[src/rtl/elevator_call_scheduler.sv]
// Call latching and SCAN-order dispatch for a 3-floor car. Calls are latched per button,
// cleared on door-open service, and a registered target/direction is issued every cycle.
module elevator_call_scheduler (
  input  logic       clk,
  input  logic       rst,
  input  logic       UP1,
  input  logic       UP2,
  input  logic       DOWN2,
  input  logic       DOWN3,
  input  logic       FLOOR1,
  input  logic       FLOOR2,
  input  logic       FLOOR3,
  input  logic [1:0] FS,
  input  logic       door,
  output logic [6:0] lamps,
  output logic       tgt_valid,
  output logic [1:0] tgt_floor,
  output logic [1:0] tgt_dir
);

  typedef enum logic [1:0] {
    ST_IDLE = 2'd0,
    ST_UP   = 2'd1,
    ST_DOWN = 2'd2
  } state_t;

  state_t     state_r, state_s;
  logic [6:0] calls_r, btn_s, clr_s;
  logic [1:0] cur_floor_r;
  logic       door_q_r;
  logic       service_s, above_fs_s, below_fs_s;
  logic [2:0] dem_s, car_up_s, car_dn_s;
  logic       up_hit_s, dn_hit_s, near_hit_s, use_idle_s;
  logic [1:0] up_flr_s, dn_flr_s, near_flr_s;
  logic       valid_s;
  logic [1:0] floor_s, dir_s;

  assign btn_s     = {FLOOR3, FLOOR2, FLOOR1, DOWN3, DOWN2, UP2, UP1};
  assign service_s = door & ~door_q_r & (FS != 2'd0);

  // Per-floor demand views; index 0..2 maps to floors 1..3.
  assign dem_s    = {calls_r[6] | calls_r[3], calls_r[5] | calls_r[1] | calls_r[2], calls_r[4] | calls_r[0]};
  assign car_up_s = {calls_r[6], calls_r[5] | calls_r[1], calls_r[4] | calls_r[0]};
  assign car_dn_s = {calls_r[6] | calls_r[3], calls_r[5] | calls_r[2], calls_r[4]};

  // Service clearing: hall calls against the travel direction survive while work remains beyond.
  always_comb begin
    clr_s      = 7'b0000000;
    above_fs_s = 1'b0;
    below_fs_s = 1'b0;
    case (FS)
      2'd1:    above_fs_s = dem_s[1] | dem_s[2];
      2'd2: begin
        above_fs_s = dem_s[2];
        below_fs_s = dem_s[0];
      end
      2'd3:    below_fs_s = dem_s[0] | dem_s[1];
      default: above_fs_s = 1'b0;
    endcase
    if (service_s) begin
      case (FS)
        2'd1: begin
          clr_s[4] = 1'b1;
          clr_s[0] = (state_r != ST_DOWN) | ~below_fs_s;
        end
        2'd2: begin
          clr_s[5] = 1'b1;
          clr_s[1] = (state_r != ST_DOWN) | ~below_fs_s;
          clr_s[2] = (state_r != ST_UP) | ~above_fs_s;
        end
        2'd3: begin
          clr_s[6] = 1'b1;
          clr_s[3] = (state_r != ST_UP) | ~above_fs_s;
        end
        default: clr_s = 7'b0000000;
      endcase
    end else begin
      clr_s = 7'b0000000;
    end
  end

  // Candidate targets above, below and nearest to the current floor.
  always_comb begin
    up_hit_s   = 1'b0;
    up_flr_s   = 2'd1;
    dn_hit_s   = 1'b0;
    dn_flr_s   = 2'd1;
    near_hit_s = 1'b1;
    near_flr_s = 2'd1;
    case (cur_floor_r)
      2'd1: begin
        up_hit_s = dem_s[1] | dem_s[2];
        up_flr_s = (car_up_s[1] | ~dem_s[2]) ? 2'd2 : 2'd3;
        if (dem_s[0])      near_flr_s = 2'd1;
        else if (dem_s[1]) near_flr_s = 2'd2;
        else if (dem_s[2]) near_flr_s = 2'd3;
        else               near_hit_s = 1'b0;
      end
      2'd2: begin
        up_hit_s = dem_s[2];
        up_flr_s = 2'd3;
        dn_hit_s = dem_s[0];
        dn_flr_s = 2'd1;
        if (dem_s[1])      near_flr_s = 2'd2;
        else if (dem_s[0]) near_flr_s = 2'd1;
        else if (dem_s[2]) near_flr_s = 2'd3;
        else               near_hit_s = 1'b0;
      end
      2'd3: begin
        dn_hit_s = dem_s[0] | dem_s[1];
        dn_flr_s = (car_dn_s[1] | ~dem_s[0]) ? 2'd2 : 2'd1;
        if (dem_s[2])      near_flr_s = 2'd3;
        else if (dem_s[1]) near_flr_s = 2'd2;
        else if (dem_s[0]) near_flr_s = 2'd1;
        else               near_hit_s = 1'b0;
      end
      default: near_hit_s = 1'b0;
    endcase
  end

  // Next state and target. With nothing ahead or behind, fall back to IDLE rules so demand
  // left only at the current floor parks the car instead of flipping direction each cycle.
  always_comb begin
    state_s    = state_r;
    valid_s    = 1'b0;
    floor_s    = tgt_floor;
    dir_s      = 2'b00;
    use_idle_s = 1'b0;
    case (state_r)
      ST_UP: begin
        if (up_hit_s) begin
          valid_s = 1'b1; floor_s = up_flr_s; dir_s = 2'b01; state_s = ST_UP;
        end else if (dn_hit_s) begin
          valid_s = 1'b1; floor_s = dn_flr_s; dir_s = 2'b10; state_s = ST_DOWN;
        end else begin
          use_idle_s = 1'b1;
        end
      end
      ST_DOWN: begin
        if (dn_hit_s) begin
          valid_s = 1'b1; floor_s = dn_flr_s; dir_s = 2'b10; state_s = ST_DOWN;
        end else if (up_hit_s) begin
          valid_s = 1'b1; floor_s = up_flr_s; dir_s = 2'b01; state_s = ST_UP;
        end else begin
          use_idle_s = 1'b1;
        end
      end
      default: use_idle_s = 1'b1;
    endcase
    if (use_idle_s) begin
      if (!near_hit_s) begin
        valid_s = 1'b0; dir_s = 2'b00; state_s = ST_IDLE;
      end else begin
        valid_s = 1'b1;
        floor_s = near_flr_s;
        if (near_flr_s > cur_floor_r) begin
          dir_s = 2'b01; state_s = ST_UP;
        end else if (near_flr_s < cur_floor_r) begin
          dir_s = 2'b10; state_s = ST_DOWN;
        end else begin
          dir_s = 2'b00; state_s = ST_IDLE;
        end
      end
    end else begin
      use_idle_s = 1'b0;
    end
  end

  // Call registers, position, door edge detector, FSM and registered outputs.
  always_ff @(posedge clk or negedge rst) begin
    if (!rst) begin
      calls_r     <= 7'b0000000;
      cur_floor_r <= 2'd1;
      door_q_r    <= 1'b0;
      state_r     <= ST_IDLE;
      tgt_valid   <= 1'b0;
      tgt_floor   <= 2'd1;
      tgt_dir     <= 2'b00;
    end else begin
      calls_r     <= (calls_r & ~clr_s) | btn_s;
      cur_floor_r <= (FS != 2'd0) ? FS : cur_floor_r;
      door_q_r    <= door;
      state_r     <= state_s;
      tgt_valid   <= valid_s;
      tgt_floor   <= floor_s;
      tgt_dir     <= dir_s;
    end
  end

  assign lamps = calls_r;

endmodule

[config.mk]
export PLATFORM = sky130hd
export DESIGN_NAME = elevator_call_scheduler
export DESIGN_NICKNAME = d
export VERILOG_FILES = /design/src/rtl/elevator_call_scheduler.sv
export SDC_FILE = /design/constraint.sdc
export NUM_CORES = 1
export LEC_CHECK = 0
export BUFFER_PORTS_ARGS = -buffer_cell sky130_fd_sc_hd__buf_2
export CORE_MARGIN = 3
export CORE_UTILIZATION = 40
export DETAILED_ROUTE_END_ITERATION = 8
export PLACE_DENSITY = 0.69
export SLEW_MARGIN = 20
export SYNTH_ARGS = -nofsm -noshare
export SYNTH_HDL_FRONTEND = slang
export SYNTH_SLANG_ARGS = --single-unit
export TNS_END_PERCENT = 50
[constraint.sdc]
create_clock -name clk -period 6 [get_ports clk]
set_clock_uncertainty 0.1 [all_clocks]
set_input_delay 0.9 -clock clk [delete_from_list [all_inputs] [get_ports clk]]
set_output_delay 0.9 -clock clk [all_outputs]
set_load 0.005 [all_outputs]
==> results.cfg <==
[floorplanning]
core-area_sq_mm = 0.00278
fp.dieW_microns = 60.2
fp.dieH_microns = 60.2
rows = 19
die_area_sq_mm = 0.00363
start_util = 0.423
ios = 24

[yosys]
ys_warn_count = 0
synth_fp_nets = 146
synth_xor_area_frac = 0
avgSynthCellArea_sq_um = 9.72
yosysUniqueCellTypes = 38
synthFlopType = dfrtp_1
synth_fa_ha_area_frac = 0.138
seq_area_frac_synth = 0.364
yosys.area_share.simple = 0.155
syn_inst = 121
synth-seq-cells = 17
syn_area_sq_mm = 0.00118
synth_edf_count = 0
async_reset_ff_frac = 1.00
synthMuxAreaShare = 0.00851
synth_top_family_by_area = compound AO/OA/AOI/OAI gates
synth_compound_area_frac = 0.302

[layout]
synthToLayoutAreaGrowth_pct = 15.0
final_cell_mix = 23 x buf_2, 15 x dfrtp_1, 13 x nand2_1, 13 x ha_1, 9 x inv_1
layout-drive-gt1-share = 0.259
instances_no_fill = 178
layout_commonest_cell = buf_2
fin_nets = 173
nFillCells = 271
num_antenna_cells = 0

[setup_path]
criticalPathCategory = register to register
cp-end-kind = register
cp_max_fo = 7
max_stage_delay_ps = 590
critPathTopFamily = compound AO/OA/AOI/OAI gates
cp.required_ps = 6140
cp.buffers_inverters = 2
arrival_ps = 2730
cp_cell_sequence = inv_1 > ha_1 > a21o_1 > a221oi_1 > ha_1 > inv_1 > a21oi_1 > nand2_1 > o2bb2ai_1 > a21o_1
cpMaxStageDelayCell = dfstp_2
start_kind = register

[grt]
grt_pass1_vias = 1014
overflow = 0
antenna_found_initial = 0
track_usage = 0.161
grt_start_max_net_pins = 18
grt_pass1_wl_microns = 4470

[placement]
place.gp.congestion = 0.791
dp_cells = 174
io_buffers = 23
dp_hpwl_microns = 2030

[clocking]
numCtsBuffers = 3
cts_tree = built
clkSinkCount = 17
root_buffer = clkbuf_4
cts_resized = 0
htreeDepth = 1
clk_path_buf_depth = 2
clkTransAtPathRegs_ps = 100
ctsHoldBuffers = 0
clock_latency_ps = 290
cts_setup_buffers = 0

[min_path]
min_path_type = primary input to async pin

[timing]
finalCritPeriodShare = 0.432
timing.fmax_mhz = 386
finalCriticalPeriod_ps = 2590
worstMarginPinSlew_ps = 593
grt_setup_unrepaired = no
hold_viol_final = 0
finalSetupViolations = 0
tns_ps = 0
max_slew_margin = 0.601
slew_violations = 0

[detailed_routing]
num_vias = 996
drt-total-wl_microns = 2600
first_pass_iters = 4
dr.first_iter.drc_count = 30
drc = 0
ant_nets = 0
viasPerCell = 5.60
drt-wirelength-per-cell_microns = 14.6

[flow_run]
timing.max_cap.violations = 0

[pwr]
p_leak_nw = 0.605
power.density_mw_per_mm2 = 313
ir_worst_vdd_mv = 0.238

[outcome]
status = finished clean
==> cell families after synthesis <==
kind of cell / after synthesis
and+or+nand+nor: 36
buffers and inverters: 10
adders and majority gates: 13
muxes: 1
AOI/OAI and AO/OA: 44
DFF: 17
==> cell usage after synthesis, types with 2 or more instances <==
cell type  count  area, sq um
ha_1          13          163
nand3_1        3         15.0
o22ai_1        2         12.5
a21oi_1        7         35.0
a21o_2         2         17.5
nand2_1       13         48.8
nor2_1         8         30.0
inv_1          9         33.8
nor3_1         3         15.0
o21ai_0        5         25.0
o21a_1         2         15.0
nand2b_1       3         18.8
o21bai_1       3         22.5
a21o_1         8         60.1
dfstp_2        2         52.6
dfrtp_1       15          375
a31oi_4        2         42.5
==> worst paths after layout <==
| kind | start | end | slack [ps] | depth (start not counted) |
|---|---|---|---|---|
| max in group asynchronous | rst | cur_floor_r[0]$_DFFE_PN1N_ | 5090 | 1 |
| worst max register to register | cur_floor_r[0]$_DFFE_PN1N_ | state_r[1]$_DFFE_PN0P_ | 3410 | 10 |
| worst min-delay path | rst | state_r[0]$_DFFE_PN0P_ | 410 | 1 |
| worst min register to register | state_r[1]$_DFFE_PN0P_ | state_r[1]$_DFFE_PN0P_ | 420 | 1 |
| worst max-delay path | cur_floor_r[0]$_DFFE_PN1N_ | state_r[1]$_DFFE_PN0P_ | 3410 | 10 |
| min in group clk | state_r[1]$_DFFE_PN0P_ | state_r[1]$_DFFE_PN0P_ | 420 | 1 |
==> final cells by class <==
| cell class | instances | area [sq um] | share of cell area |
|---|---|---|---|
| Multi-Input combinational cell | 94 | 711 | 0.525 |
| Clock buffer | 4 | 26.3 | 0.0194 |
| Timing Repair Buffer | 23 | 115 | 0.0851 |
| Sequential cell | 17 | 428 | 0.316 |
| Inverter | 9 | 33.8 | 0.0250 |
| Tap cell | 31 | 38.8 | 0.0287 |
==> through the flow <==
step / setup WS, ps / hold slack [ps] / total power, mW / instance area [sq um] / utilization
6_report: 3410 / 408 / 0.423 / 1350 / 0.486
5_1_grt: 3190 / 427 / 0.455 / 1350 / 0.486
4_1_cts: 3420 / 420 / 0.425 / 1350 / 0.486
3_5_place_dp: 3340 / 404 / 0.360 / 1330 / 0.477
3_3_place_gp: 3340 / 390 / 0.355 / 1330 / 0.477
2_1_floorplan: 3720 / 376 / 0.304 / 1180 / -
==> worst reg2reg max path, delay by kind of cell, from the launching register on <==
| kind | cells | cell delay (ps) |
|---|---|---|
| AO/OA/AOI/OAI | 5 | 1140 |
| adder cells (fa/ha/maj) | 2 | 530 |
| flip-flops | 1 | 590 |
| buffers and inverters | 2 | 110 |
| AND/OR/NAND/NOR | 1 | 80 |
==> state kept, by name (all words and copies together), names as in the netlist <==
| signal | count |
|---|---|
| door_q_r | 1 |
| cur_floor_r | 2 |
| tgt_valid | 1 |
| tgt_floor | 2 |
| tgt_dir | 2 |
| lamps | 7 |
| state_r | 2 |
==> where the power goes <==
group          total, mW  switching (mW)  internal [mW]
clock             0.0636          0.0378         0.0258
sequential         0.155          0.0142          0.141
combinational      0.204           0.111         0.0928
total              0.423           0.163          0.260
==> routing by layer <==
layer  global-route usage  wire length [microns]  share of wire
met2                0.258                   1270           0.49
met1                0.223                   1210           0.46
met5                    0                      0              0
met4               0.0475                     28          0.011
met3               0.0216                     99          0.038
Note: power is estimated with default switching activity, not from simulation.
